**src/rtl/papuf_eval_ctrl.sv**
```systemverilog
// papuf_eval_ctrl: sequences PUF challenge/pulse/settle/sample evaluations and returns the response.
// Optional majority voting over NUM_VOTES evaluations when PAPUF_MAJORITY_VOTE_EN is defined.
module papuf_eval_ctrl #(
    parameter int PULSE_CYCLES  = 2,
    parameter int SETTLE_CYCLES = 8,
    parameter int NUM_VOTES     = 5
) (
    input  logic        clk,
    input  logic        rst_n,
    input  logic        req_valid,
    output logic        req_ready,
    input  logic [15:0] req_challenge,
    output logic [15:0] puf_challenge,
    output logic        puf_pulse,
    input  logic [15:0] puf_response,
    output logic        rsp_valid,
    input  logic        rsp_ready,
    output logic [15:0] rsp_data,
    output logic        rsp_stable,
    output logic        busy
);
    localparam logic [2:0] IDLE   = 3'd0;
    localparam logic [2:0] SETUP  = 3'd1;
    localparam logic [2:0] PULSE  = 3'd2;
    localparam logic [2:0] SETTLE = 3'd3;
    localparam logic [2:0] SAMPLE = 3'd4;
    localparam logic [2:0] DONE   = 3'd5;
    localparam logic [7:0] PEND   = 8'(PULSE_CYCLES - 1);
    localparam logic [7:0] SEND   = 8'(SETTLE_CYCLES - 1);

    logic [2:0]  state, nxt;
    logic [7:0]  cnt;
    logic [15:0] s1, s2;
    logic        last, accept;

    assign accept    = state == IDLE && req_valid;
    assign req_ready = state == IDLE;
    assign rsp_valid = state == DONE;
    assign busy      = state != IDLE;

    always_comb begin
        nxt = state;
        case (state)
            IDLE:    nxt = req_valid ? SETUP : IDLE;
            SETUP:   nxt = PULSE;
            PULSE:   nxt = cnt == PEND ? SETTLE : PULSE;
            SETTLE:  nxt = cnt == SEND ? SAMPLE : SETTLE;
            SAMPLE:  nxt = last ? DONE : PULSE;
            DONE:    nxt = rsp_ready ? IDLE : DONE;
            default: nxt = IDLE;
        endcase
    end

    // puf_pulse is registered from the next state so it is high exactly while in PULSE
    always_ff @(posedge clk or negedge rst_n) begin
        if (!rst_n) begin
            state         <= IDLE;
            cnt           <= '0;
            puf_pulse     <= 1'b0;
            puf_challenge <= '0;
            s1            <= '0;
            s2            <= '0;
        end else begin
            state     <= nxt;
            cnt       <= (nxt == state && (state == PULSE || state == SETTLE)) ? cnt + 8'd1 : 8'd0;
            puf_pulse <= nxt == PULSE;
            s1        <= puf_response;
            s2        <= s1;
            if (accept)
                puf_challenge <= req_challenge;
        end
    end

`ifdef PAPUF_MAJORITY_VOTE_EN
    logic [2:0] ev;
    logic [2:0] ones [16];

    assign last = ev == 3'(NUM_VOTES - 1);

    always_ff @(posedge clk or negedge rst_n) begin
        if (!rst_n) begin
            ev <= '0;
            for (int i = 0; i < 16; i++)
                ones[i] <= '0;
        end else if (accept) begin
            ev <= '0;
            for (int i = 0; i < 16; i++)
                ones[i] <= '0;
        end else if (state == SAMPLE) begin
            ev <= ev + 3'd1;
            for (int i = 0; i < 16; i++)
                ones[i] <= ones[i] + {2'b0, s2[i]};
        end
    end

    always_comb begin
        rsp_data   = '0;
        rsp_stable = state == DONE;
        for (int i = 0; i < 16; i++) begin
            rsp_data[i] = ones[i] >= 3'((NUM_VOTES + 1) / 2);
            if (ones[i] != 3'd0 && ones[i] != 3'(NUM_VOTES))
                rsp_stable = 1'b0;
        end
    end
`else
    logic [15:0] smp;

    assign last       = 1'b1;
    assign rsp_data   = smp;
    assign rsp_stable = state == DONE;

    always_ff @(posedge clk or negedge rst_n) begin
        if (!rst_n)
            smp <= '0;
        else if (state == SAMPLE)
            smp <= s2;
    end
`endif
endmodule

```
**config.mk**
```make
export PLATFORM = sky130hd
export DESIGN_NAME = papuf_eval_ctrl
export DESIGN_NICKNAME = d
export VERILOG_FILES = /design/src/rtl/papuf_eval_ctrl.sv
export SDC_FILE = /design/constraint.sdc
export NUM_CORES = 1
export LEC_CHECK = 0
export ABC_AREA = 1
export BUFFER_PORTS_ARGS = -buffer_cell sky130_fd_sc_hd__buf_2
export CORE_MARGIN = 2
export CORE_UTILIZATION = 45
export CTS_CLUSTER_SIZE = 20
export DETAILED_ROUTE_END_ITERATION = 12
export PLACE_DENSITY = 0.68
export REMOVE_ABC_BUFFERS = 1
export SLEW_MARGIN = 15
export SYNTH_ARGS = -nofsm -noshare
export SYNTH_HDL_FRONTEND = slang
export SYNTH_SLANG_ARGS = --single-unit
```
**constraint.sdc**
```tcl
create_clock -name clk -period 2.1 [get_ports clk]
set_clock_uncertainty 0.15 [all_clocks]
set_input_delay 0.315 -clock clk [delete_from_list [all_inputs] [get_ports clk]]
set_output_delay 0.315 -clock clk [all_outputs]
set_load 0.01 [all_outputs]
```
Yosys cells after proc, flatten, opt, wreduce, memory -nomap -nowiden
Cells that the tools add are included.

cells by class
  add/sub/neg operators = 1
  reduce and logical (&&, ||, !) cells = 5
  muxes and demuxes = 6
  equal/unequal tests = 9

operators with widths
  cell                   count
  $pmux W3 S6            1
  $eq A3 B2 Y1 const B   3
  $add A8 B1 Y8 const B  1
  $eq A8 B1 Y1 const B   1
  $eq A8 B3 Y1 const B   1
  $mux W8                1
  $eq A3 B3 Y1 const B   2
  $mux W3                2
  $eq A3 B1 Y1 const B   1
  $eq A3 B3 Y1           1
  $logic_not A3 Y1       1
  $reduce_bool A3 Y1     1
  $logic_and A1 B1 Y1    2
  $mux W1                2
  $logic_or A1 B1 Y1     1

word-level totals
  word-level logic and storage cells = 28
  bits in registers = 76
  bits of input ports = 36

Depth between registers and ports, before layout
Gate-level depths: netlist (run 1).

  depth after elaboration = 6
  depth in mapped cells = 11
  mapped depth without buffers = 11

Worst setup path before layout (run 1)
Ideal clock, no wire load.

  path kind = register -> register
  start = register state[0]
  end = register cnt[0]
  data required time = 1.877 ns
  buffers on the path = 0
  cell stages (with the launch flop) = 10
  arrival = 1.365 ns
  setup time = 0.073 ns
  slack = 0.512 ns
  path through = dfrtp_1 inv_2 nand2_1 nor2_2 inv_4 nor2_8 nor2_2 nand3_1 nand3_4 nor2_1

between the ends
  longest elaborated chain between the ends = 5
  elaborated cells on any way between the ends = 11
  classes of those cells = eq/ne (6); mux (2); reduce/logical (3)

RTL lines
  what                    RTL line  source
  start, declared         31        logic [2:0] state, nxt;
  start signal, assigned  64        state <= nxt;
  $logic_not A3 Y1        -
  named net req_ready     11        output logic req_ready,
  $pmux W3 S6             43        case (state)
  $eq A3 B3 Y1            65        cnt <= (nxt == state && (state == PULSE || state == SETTLE)) ? cnt + 8'd1 : 8'd0;
  $logic_and A1 B1 Y1     65
  $mux W8                 65
  end signal, assigned    65
  end, declared           32        logic [7:0] cnt;

The timed path passes the listed nets, and every way through them passes these cells.
A chain may end at the register's enable or synchronous reset.

Worst setup path in the final report (run 1)
  start = register state[0]
  end = output busy

between the ends
  longest elaborated chain between the ends = 1

RTL lines
  what                RTL line  source
  $reduce_bool A3 Y1  39        assign busy = state != IDLE;
  end, declared       20        output logic busy

Every way passes these cells.

==> metrics.txt, run 1 <==
WL per Instance=12.2 um; CTS H-Tree Depth=3; ranking of synthesized cells by area=dfrtp_1 72%, nand2_1 7.5%, mux2_2 6.8%, nor2_1 2.5%, nor2_2 1.2%; final net count=roughly 340; Setup crit start kind=flop; RD Place Congestion=a little under 0.8; YS warnings=0; RSZ-0062 raised after global routing=false; Syn-to-layout area delta=30.7%; CTS Hold Bufs=17; clock-pin slew of the registers on the worst-case setup and hold paths=0.08 ns; Vias/cell=between 4 and 5; worst slack, placed=0.297 ns; EDFF count, synth=0; fin crit period=1.82 ns; die width=between 80 and 90 um; initial core utilization=a little under half; ys flop type=dfrtp_1; Peak supply drop=approximately 0.9 mV; first-pass detailed-route iteration total=4; # fillers=about 480; worst setup margin=0.284 ns; Final Slew Violations=0; worst-path fanout max=7; CTS buffer count=9; Synth cell types=24; Slowest cell on crit path=dfrtp_1; Setup TNS Final=0 ns; Worst Hold Class=input pin to flop; CP top delay family=flip-flops; Total GRT Usage=about 17%; fin cells=382; Final period util=between 80% and 90%; full die area=between 6000 and 7000 um2; CP endpoint=busy; Least-Margin Pin Slew=0.450 ns; area share of the largest cell type after synthesis=roughly 70%; DRC Markers=0; Via Count=roughly 1700; asr flop ratio synth=100%; met2 Use GR=around a quarter; largest net degree at the start of global routing=41; 1st-iter DRT viols=~90; final hold violations=0; Max Freq=around 550 MHz; R2R cell count=9; Cell Pwr Density=1090 nW/um2; antenna-violating nets left=0; crit path launch=state[0]; DP Cell Count=349; IO Pins=73; post-synthesis average cell area=between 10 and 15 um2; detailed placement HPWL=3170 um; critical path class=flop to primary output; initial antenna violation count=0; met1 Usage GRT=20.7%; Hold Slack=0.0204 ns; status=completed; # port buffers=72; Syn Std Cell Area=2650 um2; gr busiest metal=met2; # clock sinks=between 70 and 80; Max stage delay on crit path=0.45 ns; setup slack, reg-to-reg=roughly 0.32 ns; crit path DAT=between 1 and 1.5 ns; list of most frequent post-synthesis cells=76 x dfrtp_1, 53 x nand2_1, 18 x nor2_1; diode count=0; WL final=about 4700 um; vias in the first global route=about 1800; max-cap violations=0; Worst setup EP type=primary output; Setup-failing EPs final=0; CP Buf/Inv Count=3; Rel. slew slack=69.7%; Cells after Synth=between 200 and 250; clk root buf=clkbuf_8; cell accounting for the most synthesized area=dfrtp_1; critical path, cell by cell=inv_2 -> nand2_1 -> nor2_2 -> inv_4 -> buf_2; Clock Latency Late Sink=0.34 ns; met3 Use GR=6.78%; reg2reg end=cnt[1]; count leader, synth=dfrtp_1; Die Ht=~81 um; post_cts resized=0; CP Depth=5; Leak Pwr=1.82 nW; post-CTS setup buffer count=0; Clock Path Buffers=2; layout cells sized above 1=39.4%; Core ar.=approximately 5600 um2; global-route wire length before repair=around 7900 um; worst flop-to-flop path startpoint=state[0]; Yosys reg bits=between 70 and 80; Rows=27; Critical Path RT=~1.6 ns; CTS tree=yes; grt total ovfl=0; sequential fraction of the synthesis area=between 70% and 80%
power breakdown:
part / switching, mW / internal (mW) / total (mW)
Sequential: 0.160 / 1.74 / 1.90
Combinational: 0.492 / 0.375 / 0.868
Clock: 0.521 / 0.495 / 1.02
how the worst min path moves through the flow:
stage	startpoint	depth (start not counted)	to	slack [ns]
6_report	req_challenge[12]	3	puf_challenge[12]	0.02
5_1_grt	req_challenge[1]	3	puf_challenge[1]	0.01
4_1_cts	req_challenge[3]	3	puf_challenge[3]	0.008
3_5_place_dp	rst_n	1	s1[14]	0.15
3_3_place_gp	rst_n	1	s1[14]	0.15
2_1_floorplan	rst_n	0	cnt[0]	-0.13
metrics by stage:
stage / total power, mW / util, % / cell area (um2)
after detailed placement: 2.79 / 55.5 / 3110
after global routing: 4.04 / 61.8 / 3470
final: 3.78 / 61.8 / 3470
after global placement: 2.76 / 55.5 / 3110
after floorplan: 2.41 / - / 2630
after CTS: 3.84 / 61.8 / 3470
cells by family (layout without fill, tap and decap cells):
logic type | count (synthesis) | in the layout | share of synthesized area, %
flops | 76 | 76 | 71.7
buf+inv | 15 | 118 | 2.50
simple gates | 89 | 89 | 15.1
xor+xnor | 5 | 5 | 1.65
compound gates | 4 | 4 | 1.27
mux | 16 | 16 | 6.79
fa+ha+maj | 2 | 2 | 0.943
cell type report:
class	count	area, um2	share of cell area [%]
Inverter	11	43.8	1.26
Timing Repair Buffer	91	561	16.2
Clock buffer	11	151	4.37
Clock inverter	5	35.0	1.01
Multi-Input combinational cell	116	684	19.7
Sequential cell	76	1900	54.9
Tap cell	72	90.1	2.60
cells in the final DEF (no fill, tap or decap):
cell type	count
dfrtp_1	76
buf_2	71
nand2_1	53
nor2_1	18
dlygate4sd3_1	17
mux2_2	16
clkbuf_8	11
inv_1	8
nor2_2	5
nand3_1	5
xor2_1	3
inv_2	2
nand2_2	2
a31o_2	2
xnor2_1	2
ha_1	2
clkinv_2	2
buf_4	2
inv_4	1
nor2_8	1
nand3_2	1
o21ai_2	1
nor3_1	1
a21boi_0	1
nand3b_1	1
nand3_4	1
nand4_1	1
clkinvlp_4	1
inv_6	1
clkinv_4	1
buf_12	1
routing by layer:
layer	part of all wire, %	vias to the layer above
met1	45	805
met3	6.1	6
li1	-	847
met2	48	45
met5	0	-
met4	1.0	0
flip-flops by register name, summed over array words and instances, names as in the netlist:
signal	flops
puf_challenge	16
rsp_data	16
s1	16
s2	16
cnt	8
state	3
puf_pulse	1
worst min-delay path, stage by stage:
cell	delay [ns]
buf_2	0.07
nand2_1	0.04
nand2_1	0.05
(Power assumes the default switching activity.)
==> run 2: changes to the inputs <==
--- a/config.mk
+++ b/config.mk
@@ -6,12 +6,13 @@
 export NUM_CORES = 1
 export LEC_CHECK = 0
 export ABC_AREA = 1
-export BUFFER_PORTS_ARGS = -buffer_cell sky130_fd_sc_hd__buf_2
 export CORE_MARGIN = 2
-export CORE_UTILIZATION = 45
+export CORE_UTILIZATION = 34
 export CTS_CLUSTER_SIZE = 20
 export DETAILED_ROUTE_END_ITERATION = 12
-export PLACE_DENSITY = 0.68
+export DONT_BUFFER_PORTS = 1
+export GPL_ROUTABILITY_DRIVEN = 0
+export PLACE_DENSITY = 0.46
 export REMOVE_ABC_BUFFERS = 1
 export SLEW_MARGIN = 15
 export SYNTH_ARGS = -nofsm -noshare
==> run 2 against run 1 <==
The flow now finishes with violations (negative hold slack). Design area down 4.5%. Clock power up 17%. Count of clock-buffer cells in the layout down 1. Wire length down 0.58%. Critical path depth up 4. Hold slack worse by 0.51 ns. Combinational power down 40%. Cell count down 7.1%. Global-route usage down 5.0 points. Setup slack worse by 0.026 ns. Highest routed layer unchanged.
==> metrics.txt, run 2 (synthesized netlist as in run 1, its figures left out) <==
status=finished with violations; failing checks=negative hold slack; full die area=8520 um2 (+31%); Syn-to-layout area delta=24.8%; worst flop-to-flop path startpoint=state[0]; Clock Latency Late Sink=0.33 ns (about the same); clock-pin slew of the registers on the worst-case setup and hold paths=0.08 ns (about the same); # fillers=703 (+48%); register area=1900 um2 (unchanged); WL final=4640 um (-0.58%); Max Freq=543 MHz (-1.4%); Sw Share=29.7% (-1.4 points); DP Cell Count=307 (-12%); setup slack, reg-to-reg=0.26 ns (-0.06 ns); clk root buf=clkbuf_8; max-cap violations=0 (unchanged); WL per Instance=13.1 um (+7.0%); Sequential Power Share=54.3% (+4.1 points); layout cells sized above 1=19.4% (-20 points); Via Count=1543 (-9.4%); initial core utilization=34.7% (-13 points); DRC Markers=0 (unchanged); # port buffers=0 (-100%); Final Slew Violations=0 (unchanged); Rows=32 (+19%); final net count=286 (-17%); antenna-violating nets left=0 (unchanged); largest net degree at the start of global routing=77 (+88%); CTS buffer count=9 (unchanged); initial antenna violation count=0 (unchanged); detailed placement HPWL=2850 um (-10%); Vias/cell=4.35 (-2.5%); Cell Pwr Density=1130 nW/um2 (+3.9%); CTS tree=yes; crit path DAT=1.96 ns (+0.61 ns); Clock Path Buffers=2 (unchanged); crit path launch=state[0]; Least-Margin Pin Slew=0.472 ns (+0.0224 ns); combinational power share=13.9% (-9.0 points); CTS Hold Bufs=32 (+15); Total GRT Usage=11.7% (-5.0 points); Clk network pwr share=31.8% (+4.9 points); Critical Path RT=2.21 ns (+0.58 ns); Worst setup EP type=flop; fin crit period=1.84 ns (+0.0256 ns); Setup TNS Final=0 ns (unchanged); reg2reg end=cnt[0]; Worst Hold Class=input pin to asynchronous set/reset pin; first-pass detailed-route iteration total=4 (unchanged); critical path class=flop to flop; Core ar.=7650 um2 (+36%); Hold Slack=-0.488 ns (-0.508 ns); final hold violations=76 (+76); RSZ-0062 raised after global routing=false; most common cell after layout, fill and taps aside=dfrtp_1; Leak Pwr=1.57 nW (-14%); Die Ht=92.3 um (+14%); 1st-iter DRT viols=42 (-54%); multi-input logic area=684 um2 (unchanged); Peak supply drop=0.669 mV (-24%); post-CTS setup buffer count=0 (unchanged); Switch Pwr=1.11 mW (-5.1%); IO Pins=73 (unchanged); most frequent cells in the layout=76 x dfrtp_1, 53 x nand2_1, 32 x dlygate4sd3_1; Rel. slew slack=68.2% (-1.5 points); diode count=0 (unchanged); R2R cell count=9 (unchanged); fin cells=355 (-7.1%); vias in the first global route=1565 (-11%); global-route wire length before repair=7510 um (-4.9%); worst-path fanout max=8 (+1); CTS H-Tree Depth=3 (unchanged); # clock sinks=76 (unchanged); die width=92.3 um (+14%); Setup crit start kind=flop; Setup-failing EPs final=0 (unchanged); grt total ovfl=0 (unchanged); Int Power=2.64 mW (+1.1%); Final period util=87.7% (+1.2 points); post_cts resized=0 (unchanged)
==> run 2: layout make-up <==
type / count / area share (%)
Timing Repair Buffer: 34 / 10.1
Tap cell: 102 / 3.86
Sequential cell: 76 / 57.5
Inverter: 11 / 1.32
Clock inverter: 6 / 2.68
Clock buffer: 10 / 3.86
Multi-Input combinational cell: 116 / 20.7
==> run 2: routing by layer <==
metal,vias to the layer above,global-route usage [%],routed length (um)
met5,-,0,0
met4,0,3.36,23
met3,3,6.27,377
met2,59,17.7,2140
met1,754,14.5,2100
li1,727,-,-
==> run 2: stage by stage <==
stage / setup slack [ns] / area (um2) / total power, mW / util [%]
floorplan: 0.441 / 2630 / 2.41 / -
global placement: 0.310 / 2770 / 2.53 / 36.3
detailed placement: 0.270 / 2770 / 2.55 / 36.3
CTS: 0.242 / 3310 / 3.82 / 43.3
global route: 0.105 / 3310 / 3.99 / 43.3
finish: 0.258 / 3310 / 3.75 / 43.3
==> run 2: worst max-delay path by stage <==
| stage | to | slack (ns) |
|---|---|---|
| global placement | cnt[0] | 0.31 |
| CTS | cnt[4] | 0.24 |
| detailed placement | cnt[4] | 0.27 |
| floorplan | cnt[0] | 0.44 |
| global route | cnt[0] | 0.10 |
| finish | cnt[0] | 0.26 |
==> run 2: worst max-delay path: stages, from the launching register on <==
cell and delay, ns:
dfrtp_1 0.47, inv_2 0.13, nand2_1 0.07, nor2_2 0.26, inv_4 0.10, nor2_8 0.15
nor2_2 0.07, nand3_1 0.11, nand3_4 0.14, nor2_1 0.12
==> run 2: power groups by stage <==
stage | Combinational, mW | Sequential (mW) | Clock, mW
after floorplan | 0.400 | 2.01 | 0
after global placement | 0.462 | 2.07 | 0
after detailed placement | 0.480 | 2.07 | 0
after CTS | 0.528 | 2.04 | 1.25
after global routing | 0.598 | 2.08 | 1.32
final | 0.522 | 2.04 | 1.19
==> run 3: changes to the inputs <==
--- a/config.mk
+++ b/config.mk
@@ -7,12 +7,13 @@
 export LEC_CHECK = 0
 export ABC_AREA = 1
 export CORE_MARGIN = 2
-export CORE_UTILIZATION = 34
+export CORE_UTILIZATION = 55
 export CTS_CLUSTER_SIZE = 20
 export DETAILED_ROUTE_END_ITERATION = 12
 export DONT_BUFFER_PORTS = 1
 export GPL_ROUTABILITY_DRIVEN = 0
-export PLACE_DENSITY = 0.46
+export GPL_TIMING_DRIVEN = 0
+export PLACE_DENSITY = 0.68
 export REMOVE_ABC_BUFFERS = 1
 export SLEW_MARGIN = 15
 export SYNTH_ARGS = -nofsm -noshare
==> run 3 against run 2 <==
The flow still finishes with violations (negative hold slack). Register-to-register slack worse by 0.07 ns. Combinational power up 4.0%. Clock power down 8%. Global-route usage up 8.2 points. Hold slack better by 0.011 ns. Setup slack worse by 0.071 ns. First-iteration DRC count up 140%. Sequential share of layout area up 1.4 points. Total power down 1.5%. Wire length up 4.5%. Critical endpoint is now cnt[5].
==> metrics.txt, run 3 (synthesized netlist as in run 1, its figures left out) <==
fin crit period=1.91 ns (+0.0712 ns); RSZ-0062 raised after global routing=false; critical path class=flop to flop; CTS H-Tree Depth=3 (unchanged); WL per Instance=16.0 um (+22%); post-CTS setup buffer count=0 (unchanged); initial core utilization=56.5% (+22 points); Rel. slew slack=66.6% (-1.6 points); failing checks=negative hold slack; worst flop-to-flop path startpoint=state[0]; Critical Path RT=2.21 ns (about the same); Max Freq=523 MHz (-3.7%); 1st-iter DRT viols=101 (+140%); Least-Margin Pin Slew=0.496 ns (+0.0240 ns); Total GRT Usage=19.9% (+8.2 points); DRC Markers=0 (unchanged); Setup crit start kind=flop; worst setup margin=0.187 ns (-0.0712 ns); critical path, cell by cell=inv_2 -> nand2_1 -> nor2_4 -> inv_4 -> nor2_8 -> nor2_2 -> nand3_1 -> nand3_4 -> nor2_1; Clock Path Buffers=2 (unchanged); Peak supply drop=0.675 mV (+0.79%); Slowest cell on crit path=dfrtp_1; largest net degree at the start of global routing=77 (unchanged); # clock sinks=76 (unchanged); full die area=5390 um2 (-37%); final hold violations=76 (unchanged); Core ar.=4690 um2 (-39%); grt total ovfl=0 (unchanged); global-route wire length before repair=7750 um (+3.2%); Final Slew Violations=0 (unchanged); IO Pins=73 (unchanged); Cell Pwr Density=1140 nW/um2 (+0.85%); max-cap violations=0 (unchanged); Vias/cell=5.31 (+22%); status=finished with violations; Via Count=1615 (+4.7%); crit path DAT=2.02 ns (+0.06 ns); clock-pin slew of the registers on the worst-case setup and hold paths=0.07 ns (about the same); crit path launch=state[0]; CTS buffer count=9 (unchanged); initial antenna violation count=0 (unchanged); layout cells sized above 1=18.4% (-0.97 points); Clock Latency Late Sink=0.33 ns (about the same); # port buffers=0 (unchanged); Hold Slack=-0.477 ns (+0.0110 ns); die width=73.4 um (-20%); clk root buf=clkbuf_8; diode count=0 (unchanged); CTS tree=yes; Die Ht=73.4 um (-20%); most frequent cells in the layout=76 x dfrtp_1, 53 x nand2_1, 32 x dlygate4sd3_1; worst slack, placed=0.169 ns (-0.101 ns); vias in the first global route=1706 (+9.0%); final net count=284 (-0.70%); first-pass detailed-route iteration total=4 (unchanged); antenna-violating nets left=0 (unchanged); worst-path fanout max=18 (+10); most common cell after layout, fill and taps aside=dfrtp_1; Setup-failing EPs final=0 (unchanged); Leak Pwr=1.56 nW (-0.82%); Syn-to-layout area delta=21.8%; detailed placement HPWL=2910 um (+2.3%); Final period util=91.1% (+3.4 points); Worst Hold Class=input pin to asynchronous set/reset pin; CTS Hold Bufs=32 (unchanged); Setup TNS Final=0 ns (unchanged); Max stage delay on crit path=0.47 ns (about the same); Worst setup EP type=flop; Rows=25 (-22%); WL final=4850 um (+4.5%)
run 3: layout make-up:
| cell class | count | area, um2 |
|---|---|---|
| tap | 54 | 67.6 |
| timing repair buffer | 32 | 320 |
| sequential | 76 | 1900 |
| clock inverter | 3 | 46.3 |
| fill | 319 | 1460 |
| multi-input combinational | 116 | 697 |
| clock buffer | 12 | 155 |
| inverter | 11 | 43.8 |
run 3: stage by stage:
step | power [mW] | cells | utilization, % | cell area (um2) | hold slack (ns)
floorplan | 2.41 | 203 | - | 2630 | -0.131
global placement | 2.50 | 257 | 57.5 | 2700 | -0.129
detailed placement | 2.56 | 257 | 57.5 | 2700 | -0.129
CTS | 3.72 | 304 | 68.6 | 3220 | -0.501
global route | 3.89 | 304 | 68.9 | 3230 | -0.510
finish | 3.70 | 304 | 68.9 | 3230 | -0.477
run 3: final timing paths:
kind | slack [ns] | to | cells past startpoint
min in group clk | 0.15 | state[2] | 2
worst max-delay path | 0.19 | cnt[5] | 9
worst max register to register | 0.19 | cnt[5] | 9
worst min-delay path | -0.48 | cnt[3] | 0
worst min register to register | 0.20 | s2[14] | 0
max in group asynchronous | 2.18 | s2[5] | 0
run 3: critical path, delay by kind of cell (launching register included):
| family | cells | cell delay, ns |
|---|---|---|
| DFF | 1 | 0.47 |
| and+or+nand+nor | 7 | 0.99 |
| buffers and inverters | 2 | 0.23 |
run 3: report_power, final:
group / internal, mW / switching, mW
sequential: 1.74 / 0.315
clock: 0.610 / 0.487
combinational: 0.230 / 0.313
total: 2.58 / 1.12
run 3: layer usage:
metal	wire, um	GRT usage, %	up-vias
li1	-	-	727
met1	1880	20.5	801
met2	2550	33.9	73
met3	344	9.88	14
met4	85	8.69	0
met5	0	0	-
run 3: repair_timing:
action | 4_1_cts | 5_1_grt
endpoints found under the setup margin | 0 | 1
gates resized for setup | 0 | 2
hold endpoints to repair | 108 | 76
